===== src/rtl/tmul_pkg.sv =====
// rtl/tmul_pkg.sv - shared types and constants for the tile multiplier result drain
package tmul_pkg;

    localparam int TMUL_COLS  = 8;
    localparam int TMUL_ACC_W = 64;

    typedef logic [TMUL_COLS-1:0][TMUL_ACC_W-1:0] c_tile_t;
    typedef logic [2:0] beat_idx_t;

    localparam beat_idx_t BEAT_LAST = 3'd7;

endpackage


===== src/rtl/tmul_result_drain_if.sv =====
// rtl/tmul_result_drain_if.sv - issue/capture/beat-stream bundle; slave is the drain side
interface tmul_result_drain_if;
    import tmul_pkg::*;

    logic      issue_valid;
    logic      issue_ready;
    c_tile_t   c_in;
    logic      out_valid;
    logic      out_ready;
    logic [TMUL_ACC_W-1:0] out_data;
    beat_idx_t out_idx;
    logic      out_last;

    modport slave (
        input  issue_valid, c_in, out_ready,
        output issue_ready, out_valid, out_data, out_idx, out_last
    );

    modport master (
        output issue_valid, c_in, out_ready,
        input  issue_ready, out_valid, out_data, out_idx, out_last
    );

endinterface


===== src/rtl/tmul_tile_fifo.sv =====
// rtl/tmul_tile_fifo.sv - DEPTH-entry tile FIFO with a registered head-of-queue output
module tmul_tile_fifo
    import tmul_pkg::*;
#(
    parameter int DEPTH = 2
) (
    input  logic                       clk,
    input  logic                       rst,
    input  logic                       i_push,
    input  c_tile_t                    i_wdata,
    input  logic                       i_pop,
    output c_tile_t                    o_rdata,
    output logic [$clog2(DEPTH+1)-1:0] o_count,
    output logic                       o_full,
    output logic                       o_empty
);

    localparam int PTR_W = (DEPTH > 1) ? $clog2(DEPTH) : 1;
    localparam int CNT_W = $clog2(DEPTH + 1);

    c_tile_t          r_mem [DEPTH];
    c_tile_t          r_rdata;
    logic [PTR_W-1:0] r_wr_ptr;
    logic [PTR_W-1:0] r_rd_ptr;
    logic [CNT_W-1:0] r_count;
    logic [PTR_W-1:0] w_rd_next;

    // DEPTH need not be a power of two, so wrap by compare rather than overflow
    function automatic logic [PTR_W-1:0] f_wrap(input logic [PTR_W-1:0] p);
        return (p == PTR_W'(DEPTH - 1)) ? '0 : p + 1'b1;
    endfunction

    assign w_rd_next = f_wrap(r_rd_ptr);

    always_ff @(posedge clk) begin
        if (i_push) begin
            r_mem[r_wr_ptr] <= i_wdata;
        end
    end

    always_ff @(posedge clk) begin
        if (rst) begin
            r_wr_ptr <= '0;
            r_rd_ptr <= '0;
            r_count  <= '0;
            r_rdata  <= '0;
        end else begin
            if (i_push) r_wr_ptr <= f_wrap(r_wr_ptr);
            if (i_pop)  r_rd_ptr <= w_rd_next;
            if (i_push && !i_pop)      r_count <= r_count + 1'b1;
            else if (!i_pop && !i_push) r_count <= r_count;
            else if (i_pop && !i_push)  r_count <= r_count - 1'b1;
            // Head register follows the entry that will be at the front next cycle
            if (i_push && (r_count == '0 || (i_pop && r_count == CNT_W'(1))))
                r_rdata <= i_wdata;
            else if (i_pop && r_count > CNT_W'(1))
                r_rdata <= r_mem[w_rd_next];
        end
    end

    assign o_rdata = r_rdata;
    assign o_count = r_count;
    assign o_full  = (r_count == CNT_W'(DEPTH));
    assign o_empty = (r_count == '0);

endmodule


===== src/rtl/tmul_result_drain.sv =====
// rtl/tmul_result_drain.sv - token pipe, credits, tile buffer and beat sequencer; err port with TMUL_DRAIN_ERR_EN
module tmul_result_drain
    import tmul_pkg::*;
#(
    parameter int LATENCY = 8,
    parameter int DEPTH   = 2
) (
    input  logic clk,
    input  logic rst,
`ifdef TMUL_DRAIN_ERR_EN
    output logic err,
`endif
    tmul_result_drain_if.slave bus
);

    localparam int CNT_W = $clog2(DEPTH + 1);
    localparam logic [0:0] S_IDLE   = 1'b0;
    localparam logic [0:0] S_STREAM = 1'b1;

    logic [LATENCY-1:0] r_tok;
    logic [CNT_W-1:0]   r_outstanding;
    logic [0:0]         r_state;
    beat_idx_t          r_idx;

    logic       w_issue_ready;
    logic       w_issue_acc;
    logic       w_capture;
    logic       w_beat_hs;
    logic       w_tile_done;
    logic       w_more;
    logic       w_full;
    logic       w_empty;
    logic [CNT_W-1:0] w_fifo_count;
    c_tile_t    w_head;

    assign w_issue_ready = (r_outstanding < CNT_W'(DEPTH));
    assign w_issue_acc   = bus.issue_valid && w_issue_ready;
    // Credits guarantee room; the full gate only protects against a corrupted count
    assign w_capture     = r_tok[LATENCY-1] && !w_full;
    assign w_beat_hs     = (r_state == S_STREAM) && bus.out_ready;
    assign w_tile_done   = w_beat_hs && (r_idx == BEAT_LAST);
    assign w_more        = (w_fifo_count > CNT_W'(1)) || w_capture;

    always_ff @(posedge clk) begin
        if (rst) begin
            r_tok <= '0;
        end else begin
            r_tok[0] <= w_issue_acc;
            for (int i = 1; i < LATENCY; i++) begin
                r_tok[i] <= r_tok[i-1];
            end
        end
    end

    always_ff @(posedge clk) begin
        if (rst) begin
            r_outstanding <= '0;
        end else if (w_issue_acc && !w_tile_done) begin
            r_outstanding <= r_outstanding + 1'b1;
        end else if (!w_issue_acc && w_tile_done) begin
            r_outstanding <= r_outstanding - 1'b1;
        end
    end

    tmul_tile_fifo #(.DEPTH(DEPTH)) u_fifo (
        .clk     (clk),
        .rst     (rst),
        .i_push  (w_capture),
        .i_wdata (bus.c_in),
        .i_pop   (w_tile_done),
        .o_rdata (w_head),
        .o_count (w_fifo_count),
        .o_full  (w_full),
        .o_empty (w_empty)
    );

    always_ff @(posedge clk) begin
        if (rst) begin
            r_state <= S_IDLE;
            r_idx   <= '0;
        end else begin
            case (r_state)
                S_IDLE: begin
                    r_idx <= '0;
                    if (!w_empty || w_capture) r_state <= S_STREAM;
                end
                S_STREAM: begin
                    if (w_beat_hs) begin
                        if (r_idx == BEAT_LAST) begin
                            r_idx <= '0;
                            if (!w_more) r_state <= S_IDLE;
                        end else begin
                            r_idx <= r_idx + 1'b1;
                        end
                    end
                end
                default: r_state <= S_IDLE;
            endcase
        end
    end

    assign bus.issue_ready = w_issue_ready;
    assign bus.out_valid   = (r_state == S_STREAM);
    assign bus.out_idx     = r_idx;
    assign bus.out_last    = (r_state == S_STREAM) && (r_idx == BEAT_LAST);
    assign bus.out_data    = (r_state == S_STREAM) ? w_head[r_idx] : '0;

`ifdef TMUL_DRAIN_ERR_EN
    logic r_err;

    always_ff @(posedge clk) begin
        if (rst) begin
            r_err <= 1'b0;
        end else if (bus.issue_valid && !w_issue_ready) begin
            r_err <= 1'b1;
        end
    end

    assign err = r_err;
`endif

endmodule


===== src/flat_wrapper.sv =====
// flat-port wrapper written by rule: the top's interface ports become plain ports
module tmul_result_drain_flat import tmul_pkg::*;
#(
    parameter int LATENCY = 8,
    parameter int DEPTH   = 2
)
  (clk, rst, bus_issue_valid, bus_c_in, bus_out_ready, bus_issue_ready, bus_out_valid, bus_out_data, bus_out_idx, bus_out_last);
  tmul_result_drain_if bus_i ();
  input  logic clk;
  input  logic rst;
  input wire logic [$bits(bus_i.issue_valid)-1:0] bus_issue_valid;
  input wire logic [$bits(bus_i.c_in)-1:0] bus_c_in;
  input wire logic [$bits(bus_i.out_ready)-1:0] bus_out_ready;
  output wire logic [$bits(bus_i.issue_ready)-1:0] bus_issue_ready;
  output wire logic [$bits(bus_i.out_valid)-1:0] bus_out_valid;
  output wire logic [$bits(bus_i.out_data)-1:0] bus_out_data;
  output wire logic [$bits(bus_i.out_idx)-1:0] bus_out_idx;
  output wire logic [$bits(bus_i.out_last)-1:0] bus_out_last;
  assign bus_i.issue_valid = bus_issue_valid;
  assign bus_i.c_in = bus_c_in;
  assign bus_i.out_ready = bus_out_ready;
  assign bus_issue_ready = bus_i.issue_ready;
  assign bus_out_valid = bus_i.out_valid;
  assign bus_out_data = bus_i.out_data;
  assign bus_out_idx = bus_i.out_idx;
  assign bus_out_last = bus_i.out_last;
  tmul_result_drain #(.LATENCY(LATENCY), .DEPTH(DEPTH)) u_core (.clk(clk), .rst(rst), .bus(bus_i));
endmodule

===== config.mk =====
export PLATFORM = sky130hd
export DESIGN_NAME = tmul_result_drain_flat
export DESIGN_NICKNAME = d
export VERILOG_FILES = /design/src/rtl/tmul_pkg.sv /design/src/rtl/tmul_result_drain_if.sv /design/src/rtl/tmul_tile_fifo.sv /design/src/rtl/tmul_result_drain.sv /design/src/flat_wrapper.sv
export SDC_FILE = /design/constraint.sdc
export NUM_CORES = 2
export LEC_CHECK = 0
export CORE_ASPECT_RATIO = 1.75
export CORE_UTILIZATION = 57
export DETAILED_ROUTE_END_ITERATION = 16
export GPL_ROUTABILITY_DRIVEN = 0
export GPL_TIMING_DRIVEN = 1
export HOLD_SLACK_MARGIN = 0.02
export PLACE_DENSITY = 0.85
export SLEW_MARGIN = 20
export SYNTH_ARGS = -nofsm -noshare
export SYNTH_HDL_FRONTEND = slang
export SYNTH_SLANG_ARGS = --single-unit

===== constraint.sdc =====
create_clock -name clk -period 29.6 [get_ports clk]
set_input_delay 8.88 -clock clk [delete_from_list [all_inputs] [get_ports clk]]
set_output_delay 8.88 -clock clk [all_outputs]
set_load 0.05 [all_outputs]

After elaboration in Yosys (flattened, before gate mapping)
Memory sizes are Yosys's and may differ from the RTL's.
Cells that the tools add are included.
{"block": "classes", "n_mux": 22, "n_reduce_logical": 26, "n_addsub": 7, "bitwise": 1, "order_cmp": 3, "eq_ne": 5}
{"op": "2-to-1 mux 512 bit", "n": 2}
{"op": "binary-select mux 64 bit (select 3 bit)", "n": 1}
{"op": "2-to-1 mux 64 bit", "n": 2}
{"op": "logical AND 1 bit", "n": 13}
{"op": "2-to-1 mux 2 bit", "n": 5}
{"op": "2-to-1 mux 1 bit", "n": 8}
{"op": "2-to-1 mux 3 bit", "n": 2}
{"op": "case mux 3 bit (2 select lines)", "n": 1}
{"op": "nonzero test 2 bit", "n": 3}
{"op": "zero test 1 bit", "n": 5}
{"op": "adder 2 x 1 -> 2 bit (second input constant)", "n": 2}
{"op": "< comparator 3 x 4 -> 1 bit (second input constant)", "n": 1}
{"op": "inequality test 2 bit (second input constant)", "n": 2}
{"op": "subtractor 2 x 1 -> 2 bit (second input constant)", "n": 2}
{"op": "adder 3 x 1 -> 3 bit (second input constant)", "n": 1}
{"op": "== test 3 bit (second input constant)", "n": 1}
{"op": "logical OR 1 bit", "n": 3}
{"op": "adder 1 bit (second input constant)", "n": 2}
{"op": "== test 2 x 1 -> 1 bit (second input constant)", "n": 1}
{"op": "== test 2 bit (second input constant)", "n": 1}
{"op": "> comparator 2 x 1 -> 1 bit (second input constant)", "n": 1}
{"op": "zero test 2 bit", "n": 1}
{"op": "< comparator 2 bit (second input constant)", "n": 1}
{"op": "case mux 1 bit (2 select lines)", "n": 1}
{"op": "2 further kinds", "n": 2}
{"block": "totals", "input_bits": 516, "ram_bits": 1024, "memories": 1, "register_bits": 530}
{"memory": "u_core.u_fifo.r_mem", "depth": 2, "width": 512, "read_ports": 1, "rd_clocked_by_memory_dff": 0, "write_ports": 1, "line": "tmul_tile_fifo.sv:21", "source": "c_tile_t r_mem [DEPTH];"}

Logic depth before layout (Yosys ltp)
{"block": "depth", "ltp_word": 8, "mapped_depth": 11, "mapped_depth_nobuf": 9}

Hierarchy
From an unflattened synthesis, not the netlist that was laid out.
{"block": "hier_totals", "cells_unflattened": 4484, "area_unflattened_um2": 65140.0}
{"mod": "tmul_tile_fifo", "n_inst": 1, "area_per_inst_um2": 60072.6, "seq_area_each_um2": 41079.4, "cells_each": 3990}
{"mod": "tmul_result_drain", "n_inst": 1, "area_per_inst_um2": 5067.4, "seq_area_each_um2": 280.3, "cells_each": 494}

Worst setup path before layout
No wires, ideal clock.
{"block": "synth_path", "kind": "flip-flop to flip-flop", "from": "reg u_core.u_fifo.r_count[0], in the netlist u_core.u_fifo.o_count[0]", "to": "mem u_core.u_fifo.r_mem[0][0] in the netlist's numbering (enable)", "synth_period_minus_slack_ps": 23348, "stages_incl_launch_ff": 5, "arrival_ps": 21950, "slack_ps": 6252, "path_cell_list": "dfxtp_1 -> inv_1 -> ha_1 -> nand2b_4 -> nor2_1"}
{"block": "synth_via", "elab_chain_cells": 5}
{"item": "from (decl)", "line": "tmul_tile_fifo.sv:25", "source": "logic [CNT_W-1:0] r_count;"}
{"item": "from (signal assigned)", "line": "tmul_tile_fifo.sv:50", "source": "if (i_push && !i_pop) r_count <= r_count + 1'b1;"}
{"item": "from (signal assigned)", "line": "tmul_tile_fifo.sv:51", "source": "else if (!i_pop && !i_push) r_count <= r_count;"}
{"item": "from (signal assigned)", "line": "tmul_tile_fifo.sv:52", "source": "else if (i_pop && !i_push) r_count <= r_count - 1'b1;"}
{"item": "== test 2 bit", "line": "tmul_tile_fifo.sv:63", "source": "assign o_full = (r_count == CNT_W'(DEPTH));"}
{"item": "zero test 1 bit", "line": "tmul_result_drain.sv:39", "source": "assign w_capture = r_tok[LATENCY-1] && !w_full;"}
{"item": "logical AND 1 bit", "line": "tmul_result_drain.sv:39"}
{"item": "2-to-1 mux 1 bit", "line": "tmul_tile_fifo.sv:36", "source": "if (i_push) begin"}
{"item": "2-to-1 mux 1 bit (implied by the code)", "line": "tmul_tile_fifo.sv:37", "source": "r_mem[r_wr_ptr] <= i_wdata;"}
{"item": "to (decl)", "line": "tmul_tile_fifo.sv:21"}
Every way passes these cells.

Worst setup path in the final report
{"block": "layout_path", "from": "reg u_core.r_idx[1], in the netlist u_core.bus.out_idx[1]", "to": "out bus_out_data[46]"}
{"block": "layout_via", "elab_chain_cells": 3}
{"item": "from (decl)", "line": "tmul_result_drain.sv:23", "source": "beat_idx_t r_idx;"}
{"item": "from (signal assigned)", "line": "tmul_result_drain.sv:93", "source": "r_idx <= r_idx + 1'b1;"}
{"item": "binary-select mux 64 bit (select 3 bit)", "line": "tmul_result_drain.sv:106", "source": "assign bus.out_data = (r_state == S_STREAM) ? w_head[r_idx] : '0;"}
{"item": "2-to-1 mux 64 bit (implied by the code)", "line": "tmul_result_drain.sv:106"}
{"item": "2-to-1 mux 64 bit", "line": "tmul_result_drain.sv:106"}
{"item": "to (decl)", "line": "flat_wrapper.sv:16", "source": "output wire logic [$bits(bus_i.out_data)-1:0] bus_out_data;"}
Every way passes these cells. The select of a mux whose other input is x is not followed.

==> metrics.md <==
| Metric | Value |
|---|---|
| Util after Layout | `68.8%` |
| IO Port Bufs | `585` |
| Vias | `approximately 38000` |
| Unique masters post-synth | `38` |
| Clock Latency Late Sink | `~770 ps` |
| Clock power frac | `43.4%` |
| Router iterations before antenna repair | `6` |
| Clk root buf | `clkbuf_16` |
| WL/cell | `approximately 30 um` |
| # H-tree levels | `4` |
| Hold Crit Class | `reg2reg` |
| # setup viols final | `0` |
| Final TNS setup | `0 ps` |
| Clock Tree Buf Depth | `3` |
| Vias per inst | `6.41` |
| Worst-path clk slew | `70 ps` |
| Launch point of the worst hold path | `u_core.r_tok[6]` |
| Post-route minimum period | `roughly 14000 ps` |
| Largest net degree at the start of global routing | `217` |
| Initial core utilization | `a little under three fifths` |
| Worst r2r path cells | `10` |
| Hold EP | `u_core.r_tok[7]` |
| Die Y | `roughly 430 um` |
| Worst path required time | `20720 ps` |
| Switching power total | `0.000855 W` |
| Resized cells post-CTS | `0` |
| RSZ-0062 raised after global routing | `no` |
| Critical Path AT | `4960 ps` |
| Leak | `approximately 23 nW` |
| Hold path cells | `1` |
| Layout cell share with drive strength beyond 1 | `9.46%` |
| Synthesis-to-finish area growth | `19.5%` |
| Post-Syn Area | `between 50000 and 60000 um2` |
| Fin crit share | `46.8%` |
| Nets | `roughly 5000` |
| Post-DP HPWL | `roughly 110000 um` |
| Max Freq | `roughly 0.072 GHz` |
| Register Area | `between 40000 and 50000 um2` |
| Worst VDD drop | `roughly 0.066 mV` |
| FILL cells | `around 6800` |
| Clk sinks | `~1600` |
| Slew @ Worst Pin | `approximately 1400 ps` |
| Internal power | `around 0.0034 W` |
| Max Cap Viol | `0` |
| Die ar. | `between 100000 and 150000 um2` |
| Syn_area_per_cell | `roughly 15 um2` |
| Post-synth top area share | `approximately half` |
| Post CTS Setup Buffer Count | `0` |
| EDFF count, synth | `approximately 1000` |
| Core Box Area | `around 100000 um2` |
| # hold bufs at CTS | `0` |
| Drc violations | `0` |
| Synth area leader | `edfxtp_1` |
| Worst slew margin | `between 7 and 8%` |
| Die X | `246 um` |
| Vias in the first global route | `about 38000` |
| GRT Residual Overflow | `0` |
| CTS tree | `done` |
| Register area share after synthesis | `around 69%` |
| Antenna Nets Post-Route | `0` |
| Status | `completed` |
| Number of CTS-inserted buffers | `between 100 and 150` |
| Critical R2R Launch | `u_core.bus.out_idx[1]` |
| FP Rows | `156` |
| Multi-input gate area | `approximately 17000 um2` |
| Most common cell in the netlist | `edfxtp_1` |
| Top FF cell, synth | `edfxtp_1` |
| Global-route usage over all layers | `between 30 and 40%` |
| Final hold vios | `0` |
| Setup slack, reg-to-reg | `between 20000 and 25000 ps` |
| Worst r2r dst | `u_core.u_fifo.o_rdata[420]` |
| Crit. End Element | `output port` |
| Sw Share | `approximately a fifth` |
| CP startpoint kind | `flop` |
| Top Ports | `586` |
| Reg power frac | `a little over half` |
| Fin. max-slew vios | `0` |
| Synth area leaders | `edfxtp_1 (52%), dfxtp_1 (18%), mux2i_1 (9.4%), a221o_1 (7.5%), nor2_1 (2.9%)` |
| P per Cell Area | `60.2 nW/um2` |
| Max FO, Critical Path | `between 100 and 150` |
| Yosys reg bits | `1554` |
| Count of warnings emitted by yosys | `0` |
| Comb pwr share | `approximately 2.7%` |
| Initial antenna violation count | `101` |
| Initial DRC Count | `around 3600` |
| Syn Inst Count | `between 3000 and 4000` |
| First-pass GRT wire length | `250000 um` |
| Crit Path Class | `reg2out` |
| Setup Skew | `roughly 23 ps` |
| Net Count, Synth | `~4500` |
| Drt total wl | `approximately 180000 um` |
| Async S/R FF share, synth | `0%` |
| Post-synth top cells | `edfxtp_1 (1024), mux2i_1 (557), dfxtp_1 (530), nor2_1 (461), a221o_1 (445)` |
[per-layer routing]
layer  GRT usage, %  part of all wire [%]  up-vias
met4           17.0                   5.6       90
met2           51.9                    48     1822
met3           9.79                   9.7      433
met5              0                  0.33        -
li1               -                     -    16500
met1           39.4                    36    19200
[power groups by stage]
| stage | Sequential [W] | Clock [W] | Combinational [W] |
|---|---|---|---|
| 2_1_floorplan | 0.00236 | 0 | 0.0000165 |
| 3_3_place_gp | 0.00236 | 0 | 0.000109 |
| 3_5_place_dp | 0.00236 | 0 | 0.000113 |
| 4_1_cts | 0.00231 | 0.00188 | 0.000114 |
| 5_1_grt | 0.00231 | 0.00195 | 0.000121 |
| 6_report | 0.00231 | 0.00186 | 0.000116 |
[cell usage in the layout, fill, tap and decap left out, types with 3 or more instances in the layout]
master | netlist | final
edfxtp_1 | 1024 | 1024
clkdlybuf4s50_1 | 0 | 585
mux2i_1 | 557 | 557
dfxtp_1 | 530 | 525
nor2_1 | 461 | 460
a221o_1 | 445 | 445
clkbuf_16 | 0 | 143
mux2_2 | 124 | 124
a211oi_1 | 78 | 78
nand2_1 | 73 | 73
nand3_1 | 71 | 71
o211ai_1 | 67 | 67
o221ai_1 | 62 | 55
diode_2 | 0 | 50
nor2b_1 | 47 | 47
buf_4 | 0 | 32
inv_1 | 29 | 29
clkbuf_1 | 154 | 29
a21oi_1 | 28 | 27
mux4_2 | 25 | 25
clkinv_2 | 0 | 23
bufinv_16 | 0 | 15
clkbuf_8 | 0 | 15
clkinv_1 | 0 | 14
buf_12 | 0 | 10
o221ai_2 | 0 | 7
ha_1 | 7 | 7
inv_6 | 0 | 7
clkinvlp_4 | 0 | 4
nand2b_4 | 1 | 3
xor2_1 | 3 | 3
nand2b_1 | 5 | 3
xnor2_1 | 3 | 3
buf_16 | 0 | 3
dfxtp_4 | 0 | 3
[cell families (layout without fill, tap and decap cells)]
family	count (synthesis)	after routing	share of synthesized area (%)
DFF	1554	1554	69.4
muxes	706	706	12.6
AOI/OAI and AO/OA	688	688	10.6
and+or+nand+nor	669	669	4.66
buffers and inverters	333	914	2.48
adders and majority gates	7	7	0.147
xor gates and xnor gates	6	6	0.0882
other	0	50	0
[through the flow]
step                hold slack [ps]  total power (W)  cells  area, um2  setup slack (ps)
floorplan                       414          0.00238   3963      59600              6250
global placement                419          0.00247   5629      66300             16320
detailed placement              424          0.00247   5631      66300             16350
CTS                             439          0.00430   5885      71000             15510
global route                    451          0.00438   5931      71200             15700
finish                          439          0.00429   5937      71200             15760
[worst max-delay path by stage]
| stage | start | endpoint | slack, ps | depth (start not counted) |
|---|---|---|---|---|
| 2_1_floorplan | u_core.u_fifo.o_count[0] | u_core.u_fifo.r_mem[0][0] | 6250 | 4 |
| 3_3_place_gp | u_core.bus.out_idx[0] | bus_out_data[27] | 16320 | 5 |
| 3_5_place_dp | u_core.bus.out_idx[2] | bus_out_data[27] | 16350 | 4 |
| 4_1_cts | u_core.bus.out_idx[2] | bus_out_data[27] | 15510 | 4 |
| 5_1_grt | u_core.bus.out_idx[1] | bus_out_data[46] | 15700 | 6 |
| 6_report | u_core.bus.out_idx[1] | bus_out_data[46] | 15760 | 6 |
[layout make-up]
cell class	count	area share, %
multi-input combinational	2076	23.7
inverter	30	0.158
sequential	1554	58.1
clock inverter	67	1.08
tap	1343	2.36
clock buffer	187	5.47
timing repair buffer	630	8.96
antenna	50	0.176
[flip-flops by register name (all words and copies together) (netlist names)]
signal / flops
u_core.bus.out_idx: 3
u_core.bus.out_valid: 1
u_core.r_outstanding: 2
u_core.r_tok: 8
u_core.u_fifo.o_count: 2
u_core.u_fifo.o_rdata: 512
u_core.u_fifo.r_mem: 1024
u_core.u_fifo.r_rd_ptr: 1
u_core.u_fifo.r_wr_ptr: 1
[critical path: stages (launching register included)]
cell and delay [ps]:
dfxtp_4 830, buf_12 400, buf_4 830, a211oi_1 220, buf_4 200, a211oi_1 370
clkdlybuf4s50_1 890
No activity file was read; power rests on OpenSTA's default activity.
